[src/rtl/skeleton_seg_scheduler.sv]
// Takes frames captured by the SPI receiver, holds them in a pending buffer, and at vertical blanking
// turns the P1-P2, P2-P3 and P3-P4 skeleton segments into valid/ready line requests.
module skeleton_seg_scheduler #(
  parameter int unsigned SYNC_STAGES = 2,
  parameter int unsigned CNT_W       = 16
) (
  input  logic             clk,
  input  logic             reset,
  input  logic             done,
  input  logic [127:0]     frame_data,
  input  logic             vsync_start,
  output logic             seg_valid,
  input  logic             seg_ready,
  output logic [9:0]       seg_x0,
  output logic [9:0]       seg_y0,
  output logic [9:0]       seg_x1,
  output logic [9:0]       seg_y1,
  output logic [11:0]      seg_color,
  output logic             busy,
  output logic             frame_done,
  output logic [7:0]       overrun_cnt,
  output logic [CNT_W-1:0] frames_drawn
);

  typedef enum logic [1:0] {IDLE, SEND, NEXT} state_e;

  state_e                 state_q, state_d;
  logic [1:0]             idx_q, idx_d;
  logic [SYNC_STAGES-1:0] sync_q;
  logic                   hist_q;
  logic                   capture;
  logic                   promote;
  logic [91:0]            pend_q, act_q;
  logic                   pend_valid_q;
  logic [7:0]             overrun_q;
  logic [CNT_W-1:0]       frames_q;
  logic [9:0]             px [4];
  logic [9:0]             py [4];
  logic                   skip;
  logic                   valid;
  logic                   fdone;
  logic                   unused_bits;

  assign unused_bits = ^frame_data[35:0];

  // Flops reset to 1 so a done already high when reset is released does not count as a rising edge.
  always_ff @(posedge clk) begin
    if (reset) begin
      sync_q <= '1;
      hist_q <= 1'b1;
    end else begin
      sync_q <= {sync_q[SYNC_STAGES-2:0], done};
      hist_q <= sync_q[SYNC_STAGES-1];
    end
  end

  assign capture = sync_q[SYNC_STAGES-1] & ~hist_q;
  assign promote = (state_q == IDLE) && vsync_start && pend_valid_q;

  // On a capture coinciding with a promotion, active takes the old pending frame and no overrun is counted.
  always_ff @(posedge clk) begin
    if (reset) begin
      pend_q       <= '0;
      act_q        <= '0;
      pend_valid_q <= 1'b0;
      overrun_q    <= '0;
    end else begin
      if (promote) act_q <= pend_q;
      if (capture) begin
        pend_q       <= frame_data[127:36];
        pend_valid_q <= 1'b1;
        if (pend_valid_q && !promote && overrun_q != 8'hFF) overrun_q <= overrun_q + 8'd1;
      end else if (promote) begin
        pend_valid_q <= 1'b0;
      end
    end
  end

  always_comb begin
    for (int unsigned i = 0; i < 4; i++) begin
      px[i] = act_q[91 - 20*i -: 10];
      py[i] = act_q[81 - 20*i -: 10];
    end
  end

  assign skip = (px[idx_q] == 10'h3FF) || (px[idx_q + 2'd1] == 10'h3FF);

  always_ff @(posedge clk) begin
    if (reset) begin
      state_q  <= IDLE;
      idx_q    <= '0;
      frames_q <= '0;
    end else begin
      state_q <= state_d;
      idx_q   <= idx_d;
      if (fdone) frames_q <= frames_q + CNT_W'(1);
    end
  end

  always_comb begin
    state_d = state_q;
    idx_d   = idx_q;
    valid   = 1'b0;
    fdone   = 1'b0;
    case (state_q)
      IDLE: begin
        if (promote) begin
          state_d = SEND;
          idx_d   = '0;
        end
      end
      SEND: begin
        if (skip) begin
          state_d = NEXT;
        end else begin
          valid = 1'b1;
          if (seg_ready) state_d = NEXT;
        end
      end
      NEXT: begin
        if (idx_q == 2'd2) begin
          fdone   = 1'b1;
          state_d = IDLE;
        end else begin
          idx_d   = idx_q + 2'd1;
          state_d = SEND;
        end
      end
      default: state_d = IDLE;
    endcase
  end

  assign seg_valid    = valid;
  assign seg_x0       = valid ? px[idx_q]         : '0;
  assign seg_y0       = valid ? py[idx_q]         : '0;
  assign seg_x1       = valid ? px[idx_q + 2'd1]  : '0;
  assign seg_y1       = valid ? py[idx_q + 2'd1]  : '0;
  assign seg_color    = valid ? act_q[11:0]       : '0;
  assign busy         = (state_q != IDLE);
  assign frame_done   = fdone;
  assign overrun_cnt  = overrun_q;
  assign frames_drawn = frames_q;

endmodule

[config.mk]
export PLATFORM = sky130hd
export DESIGN_NAME = skeleton_seg_scheduler
export DESIGN_NICKNAME = d
export VERILOG_FILES = /design/src/rtl/skeleton_seg_scheduler.sv
export SDC_FILE = /design/constraint.sdc
export NUM_CORES = 1
export LEC_CHECK = 0
export ABC_CLOCK_PERIOD_IN_PS = 3380
export CAP_MARGIN = 20
export CORE_UTILIZATION = 45
export DETAILED_ROUTE_END_ITERATION = 6
export MAX_ROUTING_LAYER = met4
export PLACE_DENSITY_LB_ADDON = 0.25
export SETUP_SLACK_MARGIN = 0.2
export SYNTH_ARGS = -nofsm -noshare
export SYNTH_HDL_FRONTEND = slang
export SYNTH_SLANG_ARGS = --single-unit
[constraint.sdc]
create_clock -name clk -period 3.38 [get_ports clk]
set_input_delay 0.507 -clock clk [delete_from_list [all_inputs] [get_ports clk]]
set_output_delay 0.507 -clock clk [all_outputs]
set_load 0.05 [all_outputs]
After elaboration in Yosys (flattened, before gate mapping)
Index checks and enable logic that the tools add are counted.

Output and inout bits: 79. Latch bits: 0. Word-level logic and storage cells: 71. Memories kept: 0. Memory bits (read-only): 0. RAM bits: 0. Bits of input ports: 133. Bits in registers: 216.

$add $sub $neg: 3. Bitwise operators: 4. Reductions and logical operators: 13. Multiply operators: 0. Equal/unequal tests: 9. Order comparisons: 2. Mux-type cells: 31. Div/mod/pow operators: 0. Shifts and indexed selects: 0.

Operator list (number): 10-bit 2-to-1 mux (12); 10-bit binary-select mux with 2-bit select (4); 10-bit equality test, second input constant (2); 16-bit by 1-bit adder with 16-bit output, second input constant (1); 12-bit 2-to-1 mux (1); 2-bit 2-to-1 mux (5); 8-bit by 1-bit adder with 8-bit output, second input constant (1); 8-bit inequality test, second input constant (1); 1-bit 2-to-1 mux (7); 3-bit greater-or-equal comparator, second input constant (2); 2-bit NOT with 3-bit output (2); 2-bit case mux with 3 select lines (1); 2-bit nonzero test (3); 2-bit equality test, second input constant (2); 1-bit logical AND (4); 2-bit inequality test, second input constant (2); 2-bit case mux with 2 select lines (1); 2-bit AND reduction (2); 3-bit inequality test, second input constant (1); 3-bit AND reduction (1); 2-bit by 1-bit adder with 2-bit output, second input constant (1); 2-bit by 1-bit equality test with 1-bit output, second input constant (1); 2-bit logical NOT (1); 1-bit AND (1); other kinds (3) (3).

Depth between registers and ports, before layout
Depth in word-level cells: 10. Depth in mapped cells: 12.

Worst setup path before layout
No wires, ideal clock.

Kind: flip-flop to output port. Start: reg idx_q[0]. End: out seg_y1[0]. Cell stages (with the launch flop): 13. Path slack: 0.002 ns. Path buffers: 5. Data arrival time: 2.871 ns. Cells stage by stage: dfxtp_1 > buf_6 > buf_6 > buf_2 > inv_1 > ha_1 > buf_2 > mux4_2 > nand4_1 > o311ai_4 > nor2_8 > buf_6 > and2_1.

Cells in the longest elaborated chain, start to end: 10. Elaborated cells on any way between the ends: 18. Those cells by class: add/sub: 1; eq/ne: 2; mux: 12; bitwise: 2; reduce/logical: 1.

RTL lines: start: declaration (RTL line 28) `logic [1:0] idx_q, idx_d;`; start signal: assignment (RTL line 95) `idx_q <= idx_d;`; 2-bit by 1-bit adder with 2-bit output (RTL line 86) `assign skip = (px[idx_q] == 10'h3FF) || (px[idx_q + 2'd1] == 10'h3FF);`; 2-bit NOT with 3-bit output (not written as such) (RTL line 86); 10-bit binary-select mux with 2-bit select (RTL line 86); 10-bit 2-to-1 mux (not written as such) (2 in a row) (RTL line 86); 10-bit equality test (RTL line 86); 1-bit logical OR * (RTL line 86); 1-bit 2-to-1 mux * (RTL line 113) `if (skip) begin`; 1-bit 2-to-1 mux * (RTL line 105) `case (state_q)`; via seg_valid (RTL line 12) `output logic seg_valid,`; 10-bit 2-to-1 mux * (RTL line 137) `assign seg_y1 = valid ? py[idx_q + 2'd1] : '0;`; end: declaration (RTL line 17) `output logic [9:0] seg_y1,`.

The timed path passes the listed nets; every way through them passes the cells marked *. The select of a mux whose other input is x is not followed.

Final worst setup path
Start: reg idx_q[0]. End: out seg_color[9].

Cells in the longest elaborated chain, start to end: 10. Elaborated cells on any way between the ends: 15. Those cells by class: add/sub: 1; eq/ne: 2; mux: 9; bitwise: 2; reduce/logical: 1.

RTL lines: 2-bit by 1-bit adder with 2-bit output (RTL line 86); 2-bit NOT with 3-bit output (not written as such) (RTL line 86); 10-bit binary-select mux with 2-bit select (RTL line 86); 10-bit 2-to-1 mux (not written as such) (2 in a row) (RTL line 86); 10-bit equality test (RTL line 86); 1-bit logical OR * (RTL line 86); 1-bit 2-to-1 mux * (RTL line 113); 1-bit 2-to-1 mux * (RTL line 105); 12-bit 2-to-1 mux * (RTL line 138) `assign seg_color = valid ? act_q[11:0] : '0;`; end: declaration (RTL line 18) `output logic [11:0] seg_color,`.

Every way passes the cells marked *; elsewhere a longest branch is shown, timed or not. The select of a mux whose other input is x is not followed.

==> metrics.log <==
[metrics] unrepaired setup endpoints after global routing: yes
[metrics] critical setup path kind: flip-flop to output port
[metrics] count of input and output buffers: 175
[metrics] area occupied by registers: 0.004329 mm²
[metrics] largest net degree at the start of global routing: 96
[metrics] final worst path period share: 94.75%
[metrics] cells on worst reg2reg path: 10
[metrics] P_leak: 4.246 nW
[metrics] instance area at placement: 0.01150 mm²
[metrics] Post-layout nets: 1,352
[metrics] maximum net fanout on the critical path: 18
[metrics] crit path capture type: output port
[metrics] worst hold path depth: 1
[metrics] ys async rst share: 0%
[metrics] number of global-route vias before repair: 6,942
[metrics] timing startpoint of the critical path: idx_q[0]$_SDFFE_PP0P_
[metrics] fill cell instance count of the final layout: 1,652
[metrics] antenna violations before repair: 1
[metrics] Floorplan Core Area: 0.01959 mm²
[metrics] Wirelength per Cell: 15.51 µm
[metrics] Reg2Reg Capture Point: state_q[1]$_SDFFE_PP0P_
[metrics] highest achievable clock rate: 0.3123 GHz
[metrics] Die Wd: 143.7 µm
[metrics] commonest non-fill, non-tap cell in the layout: nand2_1
[metrics] register bit total from synthesis: 216
[metrics] Setup Total Neg Slack: 0 ns
[metrics] area delta synth->final: 38.31%
[metrics] Pwr Density: 422.8 mW/mm²
[metrics] Hold Startpoint: sync_q[0]$_SDFF_PP1_
[metrics] final hold viol count: 0
[metrics] yosys warns: 0
[metrics] Post-CTS Hold Buffers: 0
[metrics] Tot Pwr: 5.283 mW
[metrics] Post-synth EDFFs: 0
[metrics] Worst-Skew Late Latency: 0.51 ns
[metrics] peak supply drop: 0.2742 mV
[metrics] R2R Path Start: idx_q[0]$_SDFFE_PP0P_
[metrics] critical path required time: 2.87 ns
[metrics] residual antenna-violating net count after detailed routing: 0
[metrics] Clock Tree Buf Depth: 3
[metrics] post-route DRC violation count: 0
[metrics] Clock Skew: 0.02067 ns
[metrics] Boundary Pins: 212
[metrics] CTS tree: done
[metrics] outcome: complete, no violations
[metrics] shortest period the worst path allows: 3.203 ns
[metrics] total track usage: 22.81%
[metrics] CTS root buffer: clkbuf_16
[metrics] area of all placed cells without fillers: 0.01249 mm²
[metrics] CTS H-Tree Depth: 1
[metrics] number of vias per cell after detailed routing: 5.095
[metrics] final count of pins violating max slew: 0
[metrics] synthesized area: 0.009034 mm²
[metrics] Mapped Cells: 1,067
[metrics] Synth Area per Inst: 8.466 µm²
[metrics] via count: 7,622
[metrics] data arrival time of the worst path: 2.70 ns
[metrics] Die Y-Extent: 143.7 µm
[metrics] FP Rows: 51
[metrics] Die ar.: 0.02065 mm²
[metrics] wire length of the first global-routing pass: 36.15 mm
[metrics] end of the worst hold path: sync_q[1]$_SDFF_PP1_
[metrics] count of endpoints failing setup in the final report: 0
[metrics] routed wire length: 23.20 mm
[metrics] actual transition at the worst max-transition pin: 1.077 ns
[metrics] proportion of layout cells with a drive suffix above 1: 18.21%
[metrics] Initial Util: 46.11%
[metrics] commonest cells after routing, fill and taps aside: nand2_1 (380), dfxtp_1 (214), a21oi_1 (189), clkdlybuf4s50_1 (121), buf_12 (59)
[metrics] total global routing overflow: 0
[metrics] most used flip-flop cell after synthesis: dfxtp_1
[metrics] placed wire-length estimate: 14.77 mm
[metrics] tightest slew margin relative to the limit: 28.18%
[metrics] final weighted congestion of routability-driven global placement: 0.8547
[metrics] R2R setup slack: 1.21 ns
[metrics] Starting DRT DRC Count: 509
[metrics] # Max-Cap Violations: 0
[metrics] total nets after synthesis: 1,203
[metrics] Worst Setup Start Kind: flip-flop
[metrics] sequential area share after synthesis: 47.87%
[metrics] number of distinct library cells after synthesis: 39
[metrics] Final Worst Setup Slack: 0.1775 ns
[metrics] sinks on the clock net: 216
[metrics] Place WS: 0.4478 ns
[metrics] clock input transition at the sequential cells of the worst setup and hold paths: 0.06 ns
[metrics] cts bufs inserted: 23
[metrics] class of the most critical hold timing path: flip-flop to flip-flop
[metrics] number of detailed-route iterations in the first pass: 5
[metrics] area taken by multi-input logic gates: 0.004432 mm²
## registers in the layout (all words and copies together) (netlist names)
name / count
pend_q: 92
act_q: 92
sync_q: 2
frames_drawn: 16
hist_q: 1
idx_q: 2
overrun_cnt: 8
state_q: 2
pend_valid_q: 1
## layer usage
| layer | up-vias | global-route usage [%] | part of all wire [%] |
|---|---|---|---|
| li1 | 3842 | - | - |
| met1 | 3536 | 31.16 | 47 |
| met2 | 206 | 35.41 | 46 |
| met3 | 38 | 3.199 | 4.7 |
| met4 | 0 | 6.103 | 2.3 |
| met5 | - | - | 0 |
## cell type report
cell class | instances | share of cell area, %
clock inverters | 8 | 0.7911
clock buffers | 31 | 5.007
flip-flops and latches | 216 | 34.65
repair buffers | 203 | 21.23
well taps | 265 | 2.654
multi-input cells | 766 | 35.47
diodes | 1 | 0.02003
inverters | 6 | 0.1803
## synth_stat cells, types with 4 or more instances
| cell type | count | area [µm²] |
|---|---|---|
| nand2_1 | 380 | 1426 |
| dfxtp_1 | 216 | 4324 |
| a21oi_1 | 189 | 945.9 |
| clkbuf_1 | 63 | 236.5 |
| and2_1 | 52 | 325.3 |
| mux4_2 | 40 | 900.9 |
| nor2_1 | 27 | 101.4 |
| xnor2_1 | 15 | 131.4 |
| nand3_1 | 8 | 40.04 |
| buf_6 | 7 | 78.83 |
| nand4_1 | 7 | 43.79 |
| inv_1 | 6 | 22.52 |
| nor3_1 | 6 | 30.03 |
| buf_2 | 5 | 25.02 |
| nor4_1 | 4 | 25.02 |
| o21ai_0 | 4 | 20.02 |
| or3_1 | 4 | 25.02 |
| xor2_1 | 4 | 35.03 |
## worst max-delay path, cell delays in order (launching register included)
cell and delay [ns]:
dfxtp_4 0.35, buf_12 0.13, clkbuf_16 0.16, mux4_2 0.38
nand4_1 0.17, nor3_4 0.36, nor2_8 0.11, buf_12 0.17
and2_2 0.21, buf_12 0.15
## power by group
part	internal (mW)	switching (mW)
Clock	1.45	1.00
Combinational	0.135	0.114
Sequential	2.57	0.0139
## how the worst max path moves through the flow
stage | cells after the start | to | slack, ns
final | 9 | seg_color[9] | 0.18
after global routing | 9 | seg_x1[3] | 0.11
after global placement | 9 | seg_color[0] | 0.43
after CTS | 10 | seg_color[9] | 0.19
after detailed placement | 9 | seg_color[9] | 0.45
after floorplan | 12 | seg_y1[0] | 0.21
## repair_timing
item / 4_1_cts / 5_1_grt
setup buffers: 5 / 7
pin swaps: 3 / 0
gates resized for setup: 12 / 6
endpoints found under the setup margin: 53 / 52
hold endpoints to repair: 0 / 0
cloned: 0 / 4
## cells by family (layout without fill, tap and decap cells)
family / count (synthesis) / after routing / share of synthesized area (%)
AO/OA/AOI/OAI: 196 / 196 / 11.16
XOR/XNOR: 19 / 19 / 1.842
adder cells (fa/ha/maj): 3 / 3 / 0.4156
buffers and inverters: 85 / 248 / 4.363
flip-flops: 216 / 216 / 47.87
multiplexers: 42 / 42 / 10.21
other: 0 / 1 / 0
AND/OR/NAND/NOR: 506 / 506 / 24.14
## metrics by stage
stage	util [%]	hold slack (ns)	instances
after floorplan	-	0.3895	1067
after global placement	58.69	0.3959	1440
after detailed placement	58.69	0.4076	1440
after CTS	62.90	0.4211	1484
after global routing	63.78	0.4304	1496
final	63.78	0.4199	1496
(Power assumes the default switching activity.)
==> variant (same flow settings) <==
Register the output `seg_x1`, cleared by the reset; this adds one clock of latency there. The other outputs are not delayed to match.
--- a/src/rtl/skeleton_seg_scheduler.sv
+++ b/src/rtl/skeleton_seg_scheduler.sv
@@ -133,7 +133,13 @@
   assign seg_valid    = valid;
   assign seg_x0       = valid ? px[idx_q]         : '0;
   assign seg_y0       = valid ? py[idx_q]         : '0;
-  assign seg_x1       = valid ? px[idx_q + 2'd1]  : '0;
+  always_ff @(posedge clk) begin
+    if (reset) begin
+      seg_x1 <= '0;
+    end else begin
+      seg_x1 <= valid ? px[idx_q + 2'd1]  : '0;
+    end
+  end
   assign seg_y1       = valid ? py[idx_q + 2'd1]  : '0;
   assign seg_color    = valid ? act_q[11:0]       : '0;
   assign busy         = (state_q != IDLE);
Function: changed (a bounded check fails within 10 cycles, from zero or initial values and one cycle with reset high).
==> variant against the original RTL <==
Core utilization is 0.50 points higher. Wire length up 2.0%. Setup slack worse by 0.038 ns. Area after synthesis rose by 2.0%. Final area grew 1.8%. Sequential cell count rose by 10. Register-to-register slack got worse by 0.34 ns. Via count increased by 2.0%. Clock skew fell by 0.013 ns. First-iteration DRC count up 12%. Power rose by 5.2%. Count of clock-buffer cells in the layout increased by 5. Critical path type unchanged.
==> variant: results (changes against the original RTL) <==
STA
  • Skew final: 0.00741 ns (-0.0133 ns)
  • Worst-Margin Slew: 1.05 ns (-0.0238 ns)
  • Slew Viols, Final: 0 (unchanged)
  • Final worst-path cycle share: 0.959 (+0.0111)

Worst setup path
  • CP Max Fanout: 6 (-12)
  • Worst R2R Path Depth: 11 (+1)
  • R2R Setup Slk: 0.87 ns (-0.34 ns)
  • Arrival @ worst endpoint: 2.73 ns (+0.03 ns)

Routing
  • Metal1 wirelength: 10900 um (-0.90%)
  • Vias post-DR: 7773 (+2.0%)
  • Met2 WL: 11000 um (+3.6%)
  • Drt total wl: 23700 um (+2.0%)
  • Top Layer Used: met4
  • Met3 wire len: 1350 um (+23%)
  • Pre-Repair DR Iteration Count: 5 (unchanged)
  • Initial DRC Count: 572 (+12%)

CTS
  • Worst-skew pair later-pin latency: about 0.5 ns
  • CTS Root Cell: clkbuf_16
  • CTS clk-pin slew, worst paths: 0.06 ns (about the same)
  • CTS Buf Count: 24 (+4.3%)
  • H-tree Lvls: 1 (unchanged)

Pwr
  • Internal: 4.39 mW (+5.7%)
  • Lkg Pwr: 4.36 nW (+2.7%)
  • Worst IR Drop VDD: 0.340 mV (+24%)

Synth
  • Synth top area cells: dfxtp_1, nand2_1, a21oi_1
  • Asr flop ratio synth: 0 (unchanged)
  • Synth cell types: 38 (-2.6%)
  • Post-Syn Nets: 1217 (+1.2%)
  • Ys Warns: 0 (unchanged)
  • Most common library cells after synthesis: nand2_1, dfxtp_1, a21oi_1, clkbuf_1, and2_1
  • Seq/Total Area, Yosys: 0.491 (+0.0121)

Placed design
  • GPL Wtd Cong: 0.896 (+4.8%)
  • Worst slack at placement: 0.385 ns (-0.0632 ns)
  • DP HPWL: 15300 um (+3.6%)
  • Port bufs: 175 (unchanged)
  • Post-DP Area: 11700 um^2 (+1.4%)

Run status
  • Result of the run: finished clean

Finish
  • Share of cells above drive strength 1: 0.170 (-0.0125)
  • ANT cells: 0 (-1)
  • Final Net Count: 1362 (+0.74%)

Min path
  • Hold Crit Class: reg -> reg
  • Hold Path Depth: 2 (+1)

Global route
  • Vias in the first global route: 7198 (+3.7%)
  • GRT Total Usage: 0.227 (-0.000875)
  • Number of antenna violations at the first check in global routing: 0 (-1)
  • Met3 GRT Util: 0.0355 (+0.00355)
  • GR Util met1: 0.313 (+0.00110)
  • First-pass GRT wire length: 37900 um (+5.0%)
  • Met2 Use GR: 0.349 (-0.00483)
  • Largest net degree at the start of global routing: 94 (-2.1%)
variant: through the flow:
step                power, mW  utilization  hold WS (ns)  std cells
global route             5.73        0.643         0.452       1509
CTS                      5.60        0.640         0.445       1507
floorplan                2.86            -         0.389       1081
detailed placement       3.01        0.589         0.405       1453
finish                   5.56        0.643         0.450       1509
global placement         3.00        0.589         0.394       1453
variant: layout make-up:
class / instances / area, um^2
timing repair buffer: 198 / 2530
inverter: 9 / 36.3
clock buffer: 36 / 767
sequential: 226 / 4530
tap: 265 / 332
multi-input combinational: 767 / 4480
fill: 1696 / 7070
clock inverter: 8 / 42.5
variant: kinds of logic after synthesis:
logic type      count (synthesis)  synth area share
buf+inv                        89            0.0406
xor+xnor                       19            0.0181
mux                            42             0.100
flops                         226             0.491
simple gates                  505             0.234
compound gates                197             0.112
fa+ha+maj                       3           0.00407
variant: final timing paths:
kind	to	startpoint
max	seg_color[1]	idx_q[0]
min	act_q[58]	pend_q[58]
max reg2reg	state_q[1]	idx_q[0]
min reg2reg	act_q[58]	pend_q[58]
variant: worst max-delay path, stage by stage (launching register included):
cell,delay (ns)
dfxtp_4,0.38
inv_4,0.04
ha_4,0.28
buf_12,0.11
mux4_2,0.20
nand4_1,0.14
o311ai_4,0.41
nor2_8,0.05
buf_12,0.15
clkbuf_16,0.15
and2_4,0.16
buf_12,0.14
variant: what timing repair did:
item	CTS	global route
buffers inserted	7	0
setup endpoints to repair	43	43
pin swaps	5	5
cloned	3	2
endpoints found under the hold margin	0	0
gates resized for setup	14	1
variant: power groups by stage:
stage          registers, mW  logic [mW]  clock network (mW)
2_1_floorplan           2.76       0.105                   0
3_3_place_gp            2.76       0.242                   0
3_5_place_dp            2.76       0.244                   0
4_1_cts                 2.70       0.254                2.65
5_1_grt                 2.70       0.277                2.75
6_report                2.70       0.255                2.60
